<file path="src/rtl/input_interface.sv">
// Byte-serial AES input front end: assembles key and plaintext MSB-first, pulses start, holds words until done.
// Optional key reuse across blocks is enabled by defining KEY_REUSE_EN.
module input_interface (
  input  logic         clk,
  input  logic         rst_,
  input  logic [7:0]   data_in,
  input  logic         data_valid,
  output logic         in_ready,
  input  logic         new_key,
  input  logic         transformer_done,
  output logic [127:0] key,
  output logic [127:0] plaintext,
  output logic         transformer_start,
  output logic         busy
);

  localparam int unsigned BLOCK_W = 128;
  localparam int unsigned BYTE_W  = 8;
  localparam int unsigned CNT_W   = 4;
  localparam int unsigned LAST_BYTE = BLOCK_W / BYTE_W - 1;

  typedef enum logic [2:0] {
    IDLE      = 3'd0,
    LOAD_KEY  = 3'd1,
    LOAD_TEXT = 3'd2,
    START     = 3'd3,
    BUSY      = 3'd4
  } state_e;

  state_e               state_q, state_d;
  logic [CNT_W-1:0]     cnt_q, cnt_d;
  logic [BLOCK_W-1:0]   key_q, key_d;
  logic [BLOCK_W-1:0]   text_q, text_d;
  logic                 ready_q, ready_d;
  logic                 start_q, start_d;
  logic                 busy_q, busy_d;
  logic                 reload_c;
  logic                 xfer_c;

`ifdef KEY_REUSE_EN
  // Key reload request at a block boundary pre-empts any byte offered the same cycle.
  assign reload_c = new_key && (state_q == LOAD_TEXT) && (cnt_q == '0);
`else
  logic unused_new_key;
  assign unused_new_key = new_key;
  assign reload_c       = 1'b0;
`endif

  assign in_ready = ready_q & ~reload_c;
  assign xfer_c   = data_valid & in_ready;

  always_ff @(posedge clk or posedge rst_) begin
    if (rst_) begin
      state_q <= IDLE;
      cnt_q   <= '0;
      key_q   <= '0;
      text_q  <= '0;
      ready_q <= 1'b0;
      start_q <= 1'b0;
      busy_q  <= 1'b0;
    end else begin
      state_q <= state_d;
      cnt_q   <= cnt_d;
      key_q   <= key_d;
      text_q  <= text_d;
      ready_q <= ready_d;
      start_q <= start_d;
      busy_q  <= busy_d;
    end
  end

  always_comb begin
    state_d = state_q;
    cnt_d   = cnt_q;
    key_d   = key_q;
    text_d  = text_q;
    ready_d = 1'b0;
    start_d = 1'b0;
    busy_d  = 1'b0;

    unique case (state_q)
      IDLE: state_d = LOAD_KEY;

      LOAD_KEY: begin
        if (xfer_c) begin
          key_d = {key_q[BLOCK_W-BYTE_W-1:0], data_in};
          cnt_d = cnt_q + CNT_W'(1);
          if (cnt_q == CNT_W'(LAST_BYTE)) state_d = LOAD_TEXT;
        end
      end

      LOAD_TEXT: begin
        if (reload_c) begin
          state_d = LOAD_KEY;
        end else if (xfer_c) begin
          text_d = {text_q[BLOCK_W-BYTE_W-1:0], data_in};
          cnt_d  = cnt_q + CNT_W'(1);
          if (cnt_q == CNT_W'(LAST_BYTE)) state_d = START;
        end
      end

      START: state_d = BUSY;

      BUSY: begin
        if (transformer_done) begin
`ifdef KEY_REUSE_EN
          state_d = new_key ? LOAD_KEY : LOAD_TEXT;
`else
          state_d = LOAD_KEY;
`endif
        end
      end

      default: state_d = IDLE;
    endcase

    // Output flags track the state being entered so they are registered alongside it.
    ready_d = (state_d == LOAD_KEY) || (state_d == LOAD_TEXT);
    start_d = (state_d == START);
    busy_d  = (state_d == BUSY);
  end

  assign key               = key_q;
  assign plaintext         = text_q;
  assign transformer_start = start_q;
  assign busy              = busy_q;

endmodule

</file>
<file path="config.mk">
export PLATFORM = sky130hd
export DESIGN_NAME = input_interface
export DESIGN_NICKNAME = d
export VERILOG_FILES = /design/src/rtl/input_interface.sv
export SDC_FILE = /design/constraint.sdc
export NUM_CORES = 1
export LEC_CHECK = 0
export CAP_MARGIN = 10
export CORE_MARGIN = 1.5
export CORE_UTILIZATION = 49
export DETAILED_ROUTE_END_ITERATION = 10
export PLACE_DENSITY = 0.81
export SYNTH_ARGS = -nofsm -noshare
export SYNTH_HDL_FRONTEND = slang
export SYNTH_SLANG_ARGS = --single-unit
</file>
<file path="constraint.sdc">
create_clock -name clk -period 11.3 [get_ports clk]
set_clock_uncertainty 0.2 [all_clocks]
set_input_delay 1.13 -clock clk [delete_from_list [all_inputs] [get_ports clk]]
set_output_delay 1.13 -clock clk [all_outputs]
set_load 0.005 [all_outputs]
</file>
==> key figures <==
Outcome
  – Status: finished clean

Critical path
  – Critical path launch point type: input pin
  – Critical R2R Launch: state_q[2]$_DFF_PP0_
  – Worst EP required: 11.51 ns
  – CP bufs+invs: 3
  – Crit path max-delay family: buffers and inverters
  – Worst reg-to-reg path cell count: 4
  – FF-to-FF setup slack: 7.18 ns
  – Worst Path Max Fanout: 60
  – Reg-to-Reg End: key[5]$_DFFE_PP0P_
  – Critical path class: input pin to flop
  – Top cell by count, worst path: buf_4
  – Cell Chain, Critical Path: clkdlybuf4s50_1, nand2_1, nor3_4, buf_4, buf_4, mux2_2
  – Slowest cell on crit path: nor3_4
  – CP peak stage delay: 0.98 ns
  – WP data arrival: 5.00 ns
  – Setup crit end kind: flop

Min path
  – Hold worst-path end: cnt_q[3]$_DFFE_PP0P_
  – Hold depth: 1
  – HP Class: flop to flop
  – Worst hold start: cnt_q[3]$_DFFE_PP0P_

Final layout
  – Multi-input logic area: 3880 um^2
  – Final Util: 66.6%
  – Fill count: 1532
  – Share of cells above drive strength 1: 34.8%
  – Storage cell area: 6660 um^2
  – Nets: 875
  – Ant diodes: 0
  – Area Overhead vs Synth: 33.0%

Clocking
  – Setup bufs post-CTS: 0
  – Hold_buf cts: 0
  – CTS HTree Levels: 1
  – Num CTS Buffers: 28
  – Worst-case clock buffer depth: 3
  – Clk sinks: 266
  – Resized Gates After CTS: 0
  – TritonCTS clock tree: yes
  – Clock Latency Late Sink: 0.53 ns
  – Clock Tree Root: clkbuf_16
  – Reg clk slew, reported paths: 0.06 ns

Yosys
  – Number of flops mapped to enable cells by yosys: 0
  – Synth Flop Type: dfrtp_1
  – YS warnings: 0
  – Largest area contributor in the netlist: dfrtp_1
  – Compound-Gate Fraction of Synth Area: 0.560%
  – Synth Instances: 584
  – Adder-Cell Fraction of Synth Area: 0.114%
  – Mux cell area share after synthesis: 33.3%
  – Post-Synth Simple-Gate Area: 1.15%
  – Main combinational cell family by area after synthesis: multiplexers
  – Synthesized area: 11000 um^2
  – Area contributors post-synth: dfrtp_1, mux2_4, mux2_2
  – Number of distinct library cells after synthesis: 29
  – Top post-synthesis cells by count: dfrtp_1, mux2_4, mux2_2
  – Ys async rst share: 100%
  – Yosys reg bits: 266
  – Syn_area_per_cell: 18.8 um^2
  – Net Count, Synth: 598
  – Sequential area share after synthesis: 60.8%
  – Most used standard cell by instance count after synthesis: dfrtp_1
  – Post-synthesis xor/xnor area fraction: 0.240%
  – Yosys top cell area share: 60.8%

STA
  – Final worst slack: 6.51 ns
  – Worst hold slack: 0.267 ns
  – Setup TNS: 0 ns
  – Final worst path period need: 4.79 ns
  – Final setup vio count: 0
  – F_max: 209 MHz
  – Relative slew margins: 21.3%
  – Final Max Tran Viols: 0
  – RSZ-0062 raised after global routing: no
  – Final hold viol count: 0
  – Worst-Margin Slew: 1.18 ns
  – Fin crit share: 42.4%

Global routing
  – Overall Global Routing Usage: 18.5%
  – First-pass GRT wire length: 35.0 mm
  – Vias in the first global route: 6118
  – Largest net degree at the start of global routing: 118
  – Initial antenna violation count: 0
  – Total gr overflow: 0

Placement
  – Pre-CTS setup slack: 5.98 ns
  – HPWL after DPL: 14.5 mm
  – GP Congestion: 0.751
  – Port Buffer Count: 270

Power
  – Combinational share of power: 34.9%
  – Sw Pwr: 0.954 mW
  – Power density cells: 246 nW/um^2
  – Lkg Pwr: 6.69 nW
  – Seq pwr share: 39.9%
  – Clk network pwr share: 25.2%
  – Internal power contribution: 2.63 mW
  – Net Sw Frac: 26.6%
  – Worst vdd ir: 0.187 mV

Detailed routing
  – Remaining antenna violation count: 0
  – DR WL/cell: 18.8 um
  – Wirelength, routed: 21.8 mm
  – DRC viols: 0
  – Number of detailed-route iterations in the first pass: 4
  – Post-DR vias/cell: 5.00
  – Vias post-DR: 5818
  – Initial detailed-routing violation count: 178

Floorplan
  – Num ports: 272
  – Core Area: 21900 um^2
  – FP Rows: 54
  – Die X: 153 um
  – Die Ht: 153 um
  – Starting Density: 50.0%
  – Die outline area: 23300 um^2

Run
  – Max cap viols: 0
[per-stage QoR]
stage | cell area (um^2) | instances | power [mW]
after global placement | 13600 | 1111 | 2.66
after global routing | 14600 | 1163 | 3.76
final | 14600 | 1163 | 3.59
after CTS | 14600 | 1163 | 3.63
after floorplan | 11000 | 584 | 2.11
after detailed placement | 13600 | 1111 | 2.70
[sequential cells by signal (all words and copies together), names as in the netlist]
name,cells
transformer_start,1
busy,1
plaintext,128
key,128
in_ready,1
state_q,3
cnt_q,4
[cell usage in the layout (no fill, tap or decap), types with 2 or more instances in the layout]
cell type	Yosys	layout
a2111oi_0	2	2
a21oi_1	2	2
buf_4	0	6
clkbuf_1	1	5
clkbuf_16	0	29
clkbuf_8	0	7
clkdlybuf4s50_1	0	270
clkinv_2	0	8
dfrtp_1	266	266
mux2_1	10	10
mux2_2	47	47
mux2_4	200	200
nand2_1	3	3
nand2b_4	2	2
nor2_1	3	3
nor3_4	1	2
o21ai_0	2	2
xor2_1	3	3
[power groups by stage]
stage                     clock [mW]  combinational, mW  sequential (mW)
after floorplan                    0              0.694             1.42
after global placement             0               1.23             1.43
after detailed placement           0               1.26             1.45
after CTS                      0.927               1.27             1.43
after global routing           0.969               1.33             1.47
final                          0.904               1.25             1.43
[cells by family (layout without fill, tap and decap cells)]
group / count (synthesis) / after routing
mux: 257 / 257
flops: 266 / 266
compound gates: 9 / 9
xor+xnor: 3 / 3
fa+ha+maj: 1 / 1
simple gates: 17 / 17
buf+inv: 31 / 330
[layer usage]
layer / vias up / part of all wire (%) / GRT usage [%]
li1: 2630 / - / -
met1: 2955 / 43 / 24.3
met2: 197 / 47 / 29.9
met3: 36 / 7.9 / 5.72
met4: 0 / 2.2 / 5.40
met5: - / 0 / 0
[worst max-delay path by stage]
| stage | slack (ns) | endpoint | startpoint | cells after the start |
|---|---|---|---|---|
| 3_5_place_dp | 5.98 | key[5]$_DFFE_PP0P_ | data_valid | 6 |
| 3_3_place_gp | 6.02 | key[16]$_DFFE_PP0P_ | data_valid | 6 |
| 2_1_floorplan | 2.64 | busy$_DFF_PP0_ | rst_ | 1 |
| 6_report | 6.51 | key[5]$_DFFE_PP0P_ | data_valid | 6 |
| 5_1_grt | 6.33 | key[7]$_DFFE_PP0P_ | data_valid | 6 |
| 4_1_cts | 6.55 | key[7]$_DFFE_PP0P_ | data_valid | 6 |
[cell type report]
type | instances | share of cell area [%]
clock inverters | 11 | 0.592
clock buffers | 41 | 5.77
repair buffers | 276 | 18.9
flip-flops and latches | 266 | 45.7
inverters | 2 | 0.103
well taps | 280 | 2.40
multi-input cells | 287 | 26.6
Note: power is estimated with default switching activity, not from simulation.
